<file path="src/rtl/regfile_mp_sb.sv">
// regfile_mp_sb: multi-port integer register file with a pending-write scoreboard.
//   NUM_RD combinational read ports and one synchronous write port.
//   x0 always reads as zero.
//   A per-register pending bit is set when a producer issues and cleared on write-back.
//   busy_cnt holds a registered count of the pending registers.
//
// Optional build macro REGFILE_BYPASS_EN: forwards WD3 to any read port that
// addresses the register being written in the same cycle, and overrides that
// port's pend bit to match.
//
// Ports:
//   clk       clock; all state updates on the rising edge
//   rst       synchronous active-high reset
//   A_rd      packed read addresses, port i at [i*ADDRESS_WIDTH +: ADDRESS_WIDTH]
//   RD        packed read data, port i at [i*DATA_WIDTH +: DATA_WIDTH]
//   pend      per-port flag: the addressed register has an outstanding write
//   A3/WE3/WD3  write address, enable and data; a write also retires the pending bit
//   issue_en/issue_rd  marks issue_rd as pending (newer producer outstanding)
//   a0        registered contents of register A0_INDEX
//   busy_cnt  number of registers currently pending
module regfile_mp_sb #(
  parameter int ADDRESS_WIDTH = 5,
  parameter int DATA_WIDTH    = 32,
  parameter int NUM_RD        = 2,
  parameter int A0_INDEX      = 10
) (
  input  logic                            clk,
  input  logic                            rst,
  input  logic [NUM_RD*ADDRESS_WIDTH-1:0] A_rd,
  output logic [NUM_RD*DATA_WIDTH-1:0]    RD,
  output logic [NUM_RD-1:0]               pend,
  input  logic [ADDRESS_WIDTH-1:0]        A3,
  input  logic                            WE3,
  input  logic [DATA_WIDTH-1:0]           WD3,
  input  logic                            issue_en,
  input  logic [ADDRESS_WIDTH-1:0]        issue_rd,
  output logic [DATA_WIDTH-1:0]           a0,
  output logic [ADDRESS_WIDTH:0]          busy_cnt
);

  localparam int DEPTH = 2 ** ADDRESS_WIDTH;

  logic [DATA_WIDTH-1:0]  regs [DEPTH];
  logic [DEPTH-1:0]       pending;
  logic [ADDRESS_WIDTH:0] busy_q;

  logic wr_ok;
  logic iss_ok;
  logic set_new;
  logic clr_old;

  assign wr_ok  = WE3 && (A3 != '0);
  assign iss_ok = issue_en && (issue_rd != '0);

  // A count change happens only on a real transition of a pending bit.
  // When the same register is issued and written together the set wins,
  // so the write must not be counted as a clear.
  assign set_new = iss_ok && !pending[issue_rd];
  assign clr_old = wr_ok && pending[A3] && !(iss_ok && (issue_rd == A3));

  always_ff @(posedge clk) begin
    if (rst) begin
      for (int r = 0; r < DEPTH; r++) begin
        regs[r] <= '0;
      end
    end else if (wr_ok) begin
      regs[A3] <= WD3;
    end
  end

  always_ff @(posedge clk) begin
    if (rst) begin
      pending <= '0;
      busy_q  <= '0;
    end else begin
      // Clear first, then set, so a same-register issue overrides the retire.
      if (wr_ok)  pending[A3]       <= 1'b0;
      if (iss_ok) pending[issue_rd] <= 1'b1;
      busy_q <= busy_q + {{ADDRESS_WIDTH{1'b0}}, set_new}
                       - {{ADDRESS_WIDTH{1'b0}}, clr_old};
    end
  end

  assign busy_cnt = busy_q;
  assign a0       = regs[A0_INDEX];

  for (genvar i = 0; i < NUM_RD; i++) begin : g_rd
    logic [ADDRESS_WIDTH-1:0] ra;
    logic [DATA_WIDTH-1:0]    stored;
    assign ra     = A_rd[i*ADDRESS_WIDTH +: ADDRESS_WIDTH];
    assign stored = (ra == '0) ? '0 : regs[ra];
`ifdef REGFILE_BYPASS_EN
    logic hit;
    assign hit = wr_ok && (A3 == ra);
    assign RD[i*DATA_WIDTH +: DATA_WIDTH] = hit ? WD3 : stored;
    assign pend[i] = hit ? (iss_ok && (issue_rd == A3)) : pending[ra];
`else
    assign RD[i*DATA_WIDTH +: DATA_WIDTH] = stored;
    assign pend[i] = pending[ra];
`endif
  end

endmodule
</file>
<file path="config.mk">
export PLATFORM = sky130hd
export DESIGN_NAME = regfile_mp_sb
export DESIGN_NICKNAME = d
export VERILOG_FILES = /design/src/rtl/regfile_mp_sb.sv
export SDC_FILE = /design/constraint.sdc
export NUM_CORES = 2
export LEC_CHECK = 0
export CAP_MARGIN = 20
export CORE_ASPECT_RATIO = 1.1
export CORE_MARGIN = 2
export CORE_UTILIZATION = 50
export CTS_BUF_LIST = sky130_fd_sc_hd__clkbuf_16
export CTS_CLUSTER_DIAMETER = 200
export DETAILED_ROUTE_END_ITERATION = 10
export DONT_BUFFER_PORTS = 1
export SYNTH_ARGS = -nofsm -noshare
export SYNTH_HDL_FRONTEND = slang
export SYNTH_SLANG_ARGS = --single-unit
</file>
<file path="constraint.sdc">
create_clock -name clk -period 5.35 [get_ports clk]
set_input_delay 0.8025 -clock clk [delete_from_list [all_inputs] [get_ports clk]]
set_output_delay 0.8025 -clock clk [all_outputs]
set_load 0.05 [all_outputs]
</file>
==> summary.md <==
| Metric | Value |
|---|---|
| # clock sinks | `about 1,100` |
| Die H | `357 um` |
| Power per cell area | `roughly 320 nW/um^2` |
| Post-CTS Setup Bufs | `0` |
| Final hold vios | `0` |
| Worst path cell trace | `nor3_1, nand2_1, o221ai_1, a221oi_2, buf_4` |
| Synth async-reset ratio | `0%` |
| VDD IR-drop max | `0.232 mV` |
| Max Fclk | `~240 MHz` |
| Adder-Cell Fraction of Synth Area | `0.168%` |
| RSZ-0062 raised after global routing | `no` |
| Fin crit share | `between 70% and 80%` |
| Synth Register Bits | `between 1,000 and 1,500` |
| Post-Syn Instances | `between 3,000 and 4,000` |
| DIE AREA | `around 120,000 um^2` |
| Resize count post-CTS | `0` |
| Worst path arrival time | `3290 ps` |
| Post-synth EDFFs | `just over 1,000` |
| Remaining DRCs | `0` |
| Synth Area in Compound Gates | `2.84%` |
| Minimum clock period | `4100 ps` |
| Clk_lat worst skew | `700 ps` |
| Mux cell area share after synthesis | `between 20% and 30%` |
| Clock-pin slew of the registers on the worst-case setup and hold paths | `roughly 60 ps` |
| Core Area | `approximately 110,000 um^2` |
| Slowest cell on crit path | `nand2_1` |
| Mapped cell area | `~57,000 um^2` |
| Post-DRT Antenna Nets | `0` |
| Cts-stage hold buffer count | `0` |
| CP max FO | `between 200 and 300` |
| Slew Viols, Final | `0` |
| GRT Overall Usage | `between 30% and 40%` |
| Worst Max-Slew Pin Slew | `roughly 1200 ps` |
| Drt initial violations | `roughly 4,600` |
| Simple-gate share of the synthesized area | `12.2%` |
| IO Count | `160` |
| Total CTS buffers | `approximately 110` |
| FP Rows | `approximately 130` |
| Clock Tree Buf Depth | `3` |
| Dominant synthesized flop cell | `edfxtp_1` |
| Cell variety after synth | `48` |
| Fin util | `55.4%` |
| Detailed-router iteration count before antenna repair | `6` |
| Placed wire-length estimate | `approximately 100,000 um` |
| Largest net degree at the start of global routing | `about 270` |
| Max_slew headroom | `between 20% and 30%` |
| GPL Wtd Cong | `~0.91` |
| TritonCTS clock tree | `done` |
| Gr ovfl total | `0` |
| LEAKAGE | `0.0212 uW` |
| Worst setup EP type | `primary output` |
| Syn. warnings | `0` |
| Clk_skew | `approximately 4.4 ps` |
| Final setup vio count | `0` |
| Most frequent cells in the layout | `edfxtp_1, and2_1, mux4_2, buf_4, inv_1` |
| Initial antenna violation count | `16` |
| Post-Route WL | `approximately 190,000 um` |
| Synthesis-to-finish area growth | `10.0%` |
| Critical path's largest stage delay | `approximately 880 ps` |
| TNS Setup | `0 ps` |
| Hold Path Class | `in -> reg` |
| H-tree levels | `3` |
| Critical Path RT | `between 4000 and 5000 ps` |
| Final #Nets | `approximately 3,500` |
| XOR/XNOR Fraction of Synth Area | `less than 1%` |
| Initial Util | `about half` |
| WS Path Type | `in -> out` |
| Commonest non-fill, non-tap cell in the layout | `edfxtp_1` |
| Syn avg cell area | `approximately 16 um^2` |
| WL per Instance | `36.5 um` |
| Vias per cell | `6.79` |
| Nature of the critical path startpoint | `input port` |
| Status | `finished clean` |
| PortBufs | `0` |
| Share of cells above drive strength 1 | `roughly 29%` |
| Family with the most delay on the worst path | `simple AND/OR/NAND/NOR gates` |
| Clock root buffer | `clkbuf_16` |
| First-pass GRT wire length | `approximately 260,000 um` |
| Vias | `34,500` |
| Largest family of logic cells by synthesized area | `multiplexers` |
| Die Width | `between 300 and 400 um` |
| Total of max-cap violations | `0` |
| Vias in the first global route | `35,600` |
| Post-synthesis sequential area ratio | `a little under three fifths` |
| Critical path buffer and inverter count | `1` |
==> cell usage after synthesis, types with 3 or more instances <==
master / instances / share of area (%)
nand2b_1: 6 / 0.066
nand3_1: 9 / 0.079
a21oi_1: 3 / 0.026
mux4_2: 612 / 24
o31ai_1: 4 / 0.053
nor2_1: 37 / 0.25
ha_1: 6 / 0.13
inv_1: 98 / 0.65
mux2i_1: 66 / 1.2
buf_1: 12 / 0.079
nand2_1: 37 / 0.25
o22ai_1: 16 / 0.18
nor3b_1: 5 / 0.066
and3_1: 5 / 0.055
edfxtp_1: 1024 / 54
or3_1: 5 / 0.055
a221oi_1: 64 / 0.99
o32ai_1: 3 / 0.046
nor3_1: 8 / 0.071
o221ai_1: 64 / 0.99
a22oi_1: 4 / 0.053
nor2b_1: 7 / 0.077
and2_1: 993 / 11
o211ai_1: 3 / 0.040
o21ai_0: 17 / 0.15
xnor2_1: 4 / 0.062
or2_2: 4 / 0.044
and3b_1: 4 / 0.062
clkbuf_1: 283 / 1.9
xor2_1: 5 / 0.077
buf_4: 10 / 0.13
a32o_1: 4 / 0.071
a21o_1: 14 / 0.19
buf_2: 83 / 0.73
dfxtp_1: 38 / 1.3
nand3b_1: 6 / 0.079
==> routing by layer <==
| layer | vias up | track usage [%] | wire length (um) |
|---|---|---|---|
| met2 | 1976 | 53.1 | 90600 |
| met4 | 6 | 11.8 | 7380 |
| met5 | - | 0 | 42 |
| met1 | 18500 | 42.4 | 69000 |
| met3 | 371 | 6.68 | 18500 |
| li1 | 13700 | - | - |
==> sequential cells by signal, indices dropped and copies added, names as in the netlist <==
| signal | count |
|---|---|
| regs | 1024 |
| busy_cnt | 6 |
| pending | 32 |
==> layout make-up <==
class	instances	area, um^2
Inverter	98	368
Antenna cell	7	17.5
Multi-Input combinational cell	2061	24000
Fill cell	8786	50200
Sequential cell	1062	31500
Clock buffer	112	2800
Timing Repair Buffer	139	1080
Tap cell	1506	1880
Clock inverter	97	681
==> power breakdown <==
part | switching (uW) | internal [uW] | total, uW | leakage (uW)
Combinational | 1350 | 1120 | 2470 | 0.00933
Sequential | 346 | 9590 | 9930 | 0.0101
Clock | 3360 | 4180 | 7540 | 0.00183
Total | 5050 | 14900 | 19900 | 0.0212
==> worst reg2reg max path, cell delays in order (launching register included) <==
cell      delay (ps)
dfxtp_1          340
mux4_2           530
a22oi_1          190
nand4_1          180
o2111a_1         180
ha_1             270
inv_1             40
ha_1             200
fa_1             440
a21o_1           170
a21oi_1          170
xor2_1           170
nor2_1            50
==> final timing paths <==
| kind | start | end | slack [ps] | cells after the start |
|---|---|---|---|---|
| worst min register to register | pending[6] | pending[6] | 510 | 2 |
| worst max register to register | pending[15] | busy_cnt[4] | 2330 | 12 |
| worst max-delay path | A_rd[1] | RD[27] | 1250 | 5 |
| worst min-delay path | rst | busy_cnt[2] | 180 | 1 |
==> cells by family after synthesis <==
kind of cell | Yosys count
buf+inv | 488
flops | 1062
other cells | 1
compound gates | 200
mux | 680
xor+xnor | 9
simple gates | 1133
fa+ha+maj | 7
==> stage by stage <==
stage                     area (um^2)  cells  worst slack (ps)  hold slack (ps)  power [uW]
after floorplan                 56800   3611               859              460       11900
after global placement          58800   4864              1550              492       12500
after detailed placement        58800   4866              1570              496       12500
after CTS                       62300   5075              1550              139       20000
after global routing            62300   5075              1350              154       20400
final                           62300   5082              1250              175       19900
Note: power is estimated with default switching activity, not from simulation.
